--- src/rtl/data_memory_responder.sv ---
// Word-organised data RAM behind a valid/ready handshake, with LATENCY wait states per access.
// Bad addresses (misaligned, or beyond DEPTH) still complete, flagged by an error pulse alongside ready.
module data_memory_responder #(
  parameter int    ADDR_SIZE = 32,
  parameter int    DATA_SIZE = 32,
  parameter int    DEPTH     = 64,
  parameter int    LATENCY   = 0,
  parameter string INIT_FILE = ""
) (
  input  logic                 clk,
  input  logic                 rst,
  input  logic                 valid,
  input  logic [ADDR_SIZE-1:0] addr,
  input  logic                 write_enable,
  input  logic [DATA_SIZE-1:0] write_data,
  output logic                 ready,
  output logic [DATA_SIZE-1:0] read_data,
  output logic                 error,
  output logic                 busy
);

  localparam int                   OFF_W    = $clog2(DATA_SIZE / 8);
  localparam int                   IDX_W    = (DEPTH > 1) ? $clog2(DEPTH) : 1;
  localparam logic [ADDR_SIZE-1:0] OFF_MASK = ADDR_SIZE'((64'd1 << OFF_W) - 64'd1);
  localparam logic [ADDR_SIZE-1:0] DEPTH_L  = ADDR_SIZE'(DEPTH);
  localparam logic [3:0]           LAT_L    = 4'(LATENCY);

  if (LATENCY < 0 || LATENCY > 15) begin : g_latency_range
    $error("data_memory_responder: LATENCY must lie in 0..15");
  end

  typedef enum logic [1:0] {
    S_IDLE = 2'd0,
    S_WAIT = 2'd1,
    S_DONE = 2'd2
  } state_t;

  state_t               r_state;
  state_t               w_next_state;
  logic [3:0]           r_count;
  logic [3:0]           w_next_count;
  logic [ADDR_SIZE-1:0] r_addr;
  logic                 r_we;
  logic [DATA_SIZE-1:0] r_wdata;
  logic                 r_ready;
  logic                 r_error;
  logic                 r_busy;
  logic [DATA_SIZE-1:0] r_rdata;
  logic                 w_next_ready;
  logic                 w_next_error;
  logic                 w_next_busy;
  logic [DATA_SIZE-1:0] w_next_rdata;
  logic                 w_capture;
  logic                 w_mem_we;
  logic                 w_bad;
  logic [IDX_W-1:0]     w_index;
  logic [DATA_SIZE-1:0] r_mem [DEPTH];

  function automatic logic addr_is_bad(input logic [ADDR_SIZE-1:0] a);
    logic [ADDR_SIZE-1:0] idx;
    idx = a >> OFF_W;
    return ((a & OFF_MASK) != {ADDR_SIZE{1'b0}}) || (idx >= DEPTH_L);
  endfunction

  assign w_bad   = addr_is_bad(r_addr);
  assign w_index = IDX_W'(r_addr >> OFF_W);

  // Next-state, counter and registered-output values for the IDLE/WAIT/DONE sequence.
  always_comb begin
    w_next_state = r_state;
    w_next_count = r_count;
    w_next_ready = 1'b0;
    w_next_error = 1'b0;
    w_next_busy  = r_busy;
    w_next_rdata = r_rdata;
    w_capture    = 1'b0;
    w_mem_we     = 1'b0;
    case (r_state)
      S_IDLE: begin
        if (valid) begin
          w_capture    = 1'b1;
          w_next_count = LAT_L;
          w_next_busy  = 1'b1;
          w_next_state = S_WAIT;
        end else begin
          w_next_busy  = 1'b0;
        end
      end
      S_WAIT: begin
        if (r_count != 4'd0) begin
          w_next_count = r_count - 4'd1;
        end else begin
          // Access edge: the only point where the RAM or read_data may change.
          w_next_state = S_DONE;
          w_next_ready = 1'b1;
          w_next_error = w_bad;
          w_mem_we     = r_we && !w_bad;
          if (!r_we) begin
            if (w_bad) begin
              w_next_rdata = {DATA_SIZE{1'b0}};
            end else begin
              w_next_rdata = r_mem[w_index];
            end
          end else begin
            w_next_rdata = r_rdata;
          end
        end
      end
      S_DONE: begin
        w_next_state = S_IDLE;
        w_next_busy  = 1'b0;
      end
      default: begin
        w_next_state = S_IDLE;
        w_next_count = 4'd0;
        w_next_busy  = 1'b0;
      end
    endcase
  end

  // State, counter and output registers.
  always_ff @(posedge clk or posedge rst) begin
    if (rst) begin
      r_state <= S_IDLE;
      r_count <= 4'd0;
      r_ready <= 1'b0;
      r_error <= 1'b0;
      r_busy  <= 1'b0;
      r_rdata <= {DATA_SIZE{1'b0}};
    end else begin
      r_state <= w_next_state;
      r_count <= w_next_count;
      r_ready <= w_next_ready;
      r_error <= w_next_error;
      r_busy  <= w_next_busy;
      r_rdata <= w_next_rdata;
    end
  end

  // Request capture; later input changes are ignored until the next IDLE acceptance.
  always_ff @(posedge clk or posedge rst) begin
    if (rst) begin
      r_addr  <= {ADDR_SIZE{1'b0}};
      r_we    <= 1'b0;
      r_wdata <= {DATA_SIZE{1'b0}};
    end else if (w_capture) begin
      r_addr  <= addr;
      r_we    <= write_enable;
      r_wdata <= write_data;
    end
  end

  // RAM write port; contents survive reset.
  always_ff @(posedge clk) begin
    if (w_mem_we) begin
      r_mem[w_index] <= r_wdata;
    end
  end

  assign ready     = r_ready;
  assign error     = r_error;
  assign busy      = r_busy;
  assign read_data = r_rdata;

endmodule
--- config.mk ---
export PLATFORM = sky130hd
export DESIGN_NAME = data_memory_responder
export DESIGN_NICKNAME = d
export VERILOG_FILES = /design/src/rtl/data_memory_responder.sv
export SDC_FILE = /design/constraint.sdc
export NUM_CORES = 2
export LEC_CHECK = 0
export CORE_MARGIN = 2
export CORE_UTILIZATION = 45
export DETAILED_ROUTE_END_ITERATION = 8
export PLACE_DENSITY_LB_ADDON = 0.1
export SYNTH_ARGS = -nofsm -noshare
export SYNTH_HDL_FRONTEND = slang
export SYNTH_SLANG_ARGS = --single-unit
--- constraint.sdc ---
create_clock -name clk -period 9.9 [get_ports clk]
set_clock_uncertainty 0.15 [all_clocks]
set_input_delay 1.98 -clock clk [delete_from_list [all_inputs] [get_ports clk]]
set_output_delay 1.98 -clock clk [all_outputs]
set_load 0.05 [all_outputs]
==> impl_metrics.ini <==
[clock_network]
cts_tree = done
cts_resized = 0
numCtsBuffers = 222
ctsHoldBuffers = 0
path_clk_slew_ns = 0.06
clockBufferDepth = 3
postCtsSetupRepairBufs = 0
cts.sinks = 2154
clock_latency_ns = 0.87
h-tree-depth = 4
clock-root-buffer = clkbuf_16

[finish]
syn_to_final_growth_pct = 14.6
final_area_um2 = 94400
n_fill_cell = 14626
layout.nets = 4665
drive_gt1_share_pct = 22.0

[timing]
worst_pin_slew_ns = 1.37
max_freq_mhz = 189
rsz0062_at_grt = no
finalHoldViolations = 0
setup_viol = 0
relSlewSlack_pct = 8.55
postLayoutSetupSlackWorst_ns = 4.61
finalCriticalPeriod_ns = 5.29
post-route-period-util_pct = 53.4
tns_ns = 0
final_max_slew_viol_count = 0

[floorplan]
die_w_um = 432
ioPinCount = 103
core_um2 = 182000
die_area_um2 = 187000
initial_core_util_pct = 45.1
die_y_um = 432
rows = 157

[global_route]
grt_max_degree = 113
busiest_layer = met2
grt_pass1_vias = 44949
grt_pass1_wl_um = 388000
grtUsageMet1_pct = 44.1
met2_usage_pct = 46.1
globalRouteTotalUtil_pct = 30.5
antenna_found_initial = 16
grt-ovfl-total = 0
grt_use_met3_pct = 7.83

[status]
status = completed

[worst_setup_path]
critPathLaunchType = register
cp-end-kind = register
required_ns = 10.20
crit_type = register to register
worstPathArrival_ns = 5.59
worst-path-max-fanout = 34

[logic_synthesis]
avgSynthCellArea_um2 = 18.8
ys_ff_latch = 2154
synth_flop_cell = edfxtp_1
yosys_warnings = 0
yosys-top-cells-area = edfxtp_1 (75%), mux4_2 (5.4%), dfrtp_1 (3.2%)
synth.net_count = 4441
synth_area_um2 = 82400
yosysSeqAreaShare_pct = 77.9
synth_area_leader_cell = edfxtp_1
netlist_instances = 4371
synthArstFlopShare_pct = 4.92
synth_cell_types = 70
synth-edff-count = 2048
synth.top_cell.area_share_pct = 74.6

[place]
placed_area_um2 = 87100
dp_hpwl_um = 164000
place_congestion = 0.846
port_buffers = 102
dp_slack_ns = 4.71

[drt]
ant_nets = 0
viasPerCell = 6.57
drcViolationCount = 0
drt_wl_total_um = 287000
num_vias = 47127
drt_pass1_iterations = 6
post_drt_wl_per_cell_um = 40.0
drt_iter0_markers = 7481

[pwr]
p_sw_mw = 7.03
power.total_mw = 23.7
switching_share_pct = 29.6
clkPwrFrac_pct = 35.3
leakage_nw = 29.6
p_per_area_nw_per_um2 = 251
ir_drop_mv = 0.204
p_int_mw = 16.7
pwr-share-comb_pct = 18.8
seqPwrFrac_pct = 45.8

[flow_run]
maxCapViolCount = 0

[hold_path]
worstHoldPathType = register to register
-- final timing paths --
check                      slack (ns)                      to  cells past startpoint              startpoint
max                              4.61  r_mem[1][18]$_DFFE_PP_                      4   r_addr[2]$_DFFE_PP0P_
min                              0.28        busy$_DFFE_PP0N_                      1  r_state[1]$_DFFE_PP0P_
max reg2reg                      4.61  r_mem[1][18]$_DFFE_PP_                      4   r_addr[2]$_DFFE_PP0P_
min reg2reg                      0.28        busy$_DFFE_PP0N_                      1  r_state[1]$_DFFE_PP0P_
max in group asynchronous        6.65   r_addr[3]$_DFFE_PP0P_                      3                     rst
min in group asynchronous        1.52  r_wdata[5]$_DFFE_PP0P_                      2                     rst
-- per-layer routing --
layer	part of all wire, %	wire length [µm]
met1	40	116000
met2	45	130000
met3	11	32300
met4	3.0	8500
met5	0.016	47
-- cells in the final DEF (no fill, tap or decap), types with 24 or more instances in the layout --
master           instances
o22a_1                  24
nor2_1                  97
a21oi_1                119
a211oi_1                31
o22ai_1                248
dfrtp_1                 71
mux2i_1                175
a221oi_1                35
mux2_2                 218
mux4_2                 197
clkdlybuf4s50_1        102
edfxtp_1              2048
o221ai_1               131
dfrtp_2                 30
nand2_1                135
clkbuf_1                61
clkbuf_16              227
o21ai_0                111
buf_4                  182
a22oi_1                 43
clkinv_2                33
nor2_4                  65
clkinv_1                43
-- state kept, by name, summed over array words and instances (netlist names) --
| name | cells |
|---|---|
| busy | 1 |
| error | 1 |
| r_addr | 32 |
| r_count | 4 |
| r_mem | 2048 |
| r_state | 2 |
| r_wdata | 32 |
| r_we | 1 |
| read_data | 32 |
| ready | 1 |
-- worst max-delay path, cell delays in order (launching register included) --
cell and delay [ns]:
dfrtp_4 0.83, buf_4 0.51, nor2b_2 0.96, nand3_1 0.97
nor2_4 1.37
-- area by class of cell --
cell class / count / area, µm² / area share, %
Tap cell: 2385 / 2980 / 3.16
Timing Repair Buffer: 289 / 2490 / 2.64
Inverter: 16 / 73.8 / 0.0782
Antenna cell: 4 / 10.0 / 0.0106
Clock inverter: 105 / 1040 / 1.11
Sequential cell: 2154 / 64200 / 68.0
Multi-Input combinational cell: 1912 / 17400 / 18.4
Clock buffer: 310 / 6210 / 6.58
-- synthesized netlist by cell type (all sizes together) (11+ instances only) --
cell type and n:
edfxtp 2048, o22ai 248, mux2 218, mux4 197, mux2i 175, buf 171
nor2 163, nand2 139, o221ai 131, a21oi 119, clkbuf 118, o21ai 111
dfrtp 106, a22oi 43, a221oi 35, a211oi 31, o22a 24, nand3 22
nor4 19, a2bb2oi 18, nor2b 18, nor3 17, inv 16, a22o 14
o211ai 13, a32o 12, and3 11, nand2b 11, or3 11
-- logic make-up after synthesis --
group | count (synthesis) | synth area share [%]
flip-flops | 2154 | 77.9
AO/OA/AOI/OAI | 867 | 7.30
multiplexers | 590 | 10.5
AND/OR/NAND/NOR | 452 | 2.54
buffers and inverters | 305 | 1.76
adder cells (fa/ha/maj) | 2 | 0.0304
XOR/XNOR | 1 | 0.0106
-- through the flow --
step | hold WS (ns) | std cells | util (%)
2_1_floorplan | 0.258 | 4371 | -
3_3_place_gp | 0.277 | 6755 | 47.7
3_5_place_dp | 0.277 | 6756 | 47.7
4_1_cts | 0.280 | 7171 | 51.7
5_1_grt | 0.308 | 7171 | 51.7
6_report | 0.281 | 7175 | 51.7
-- power groups by stage --
stage	Clock (mW)	Sequential (mW)	Combinational, mW
after floorplan	0	11.2	2.08
after global placement	0	11.1	4.37
after detailed placement	0	11.1	4.37
after CTS	8.46	10.9	4.38
after global routing	8.80	10.9	4.58
final	8.38	10.9	4.47
Power figures use the tool's default switching activity.
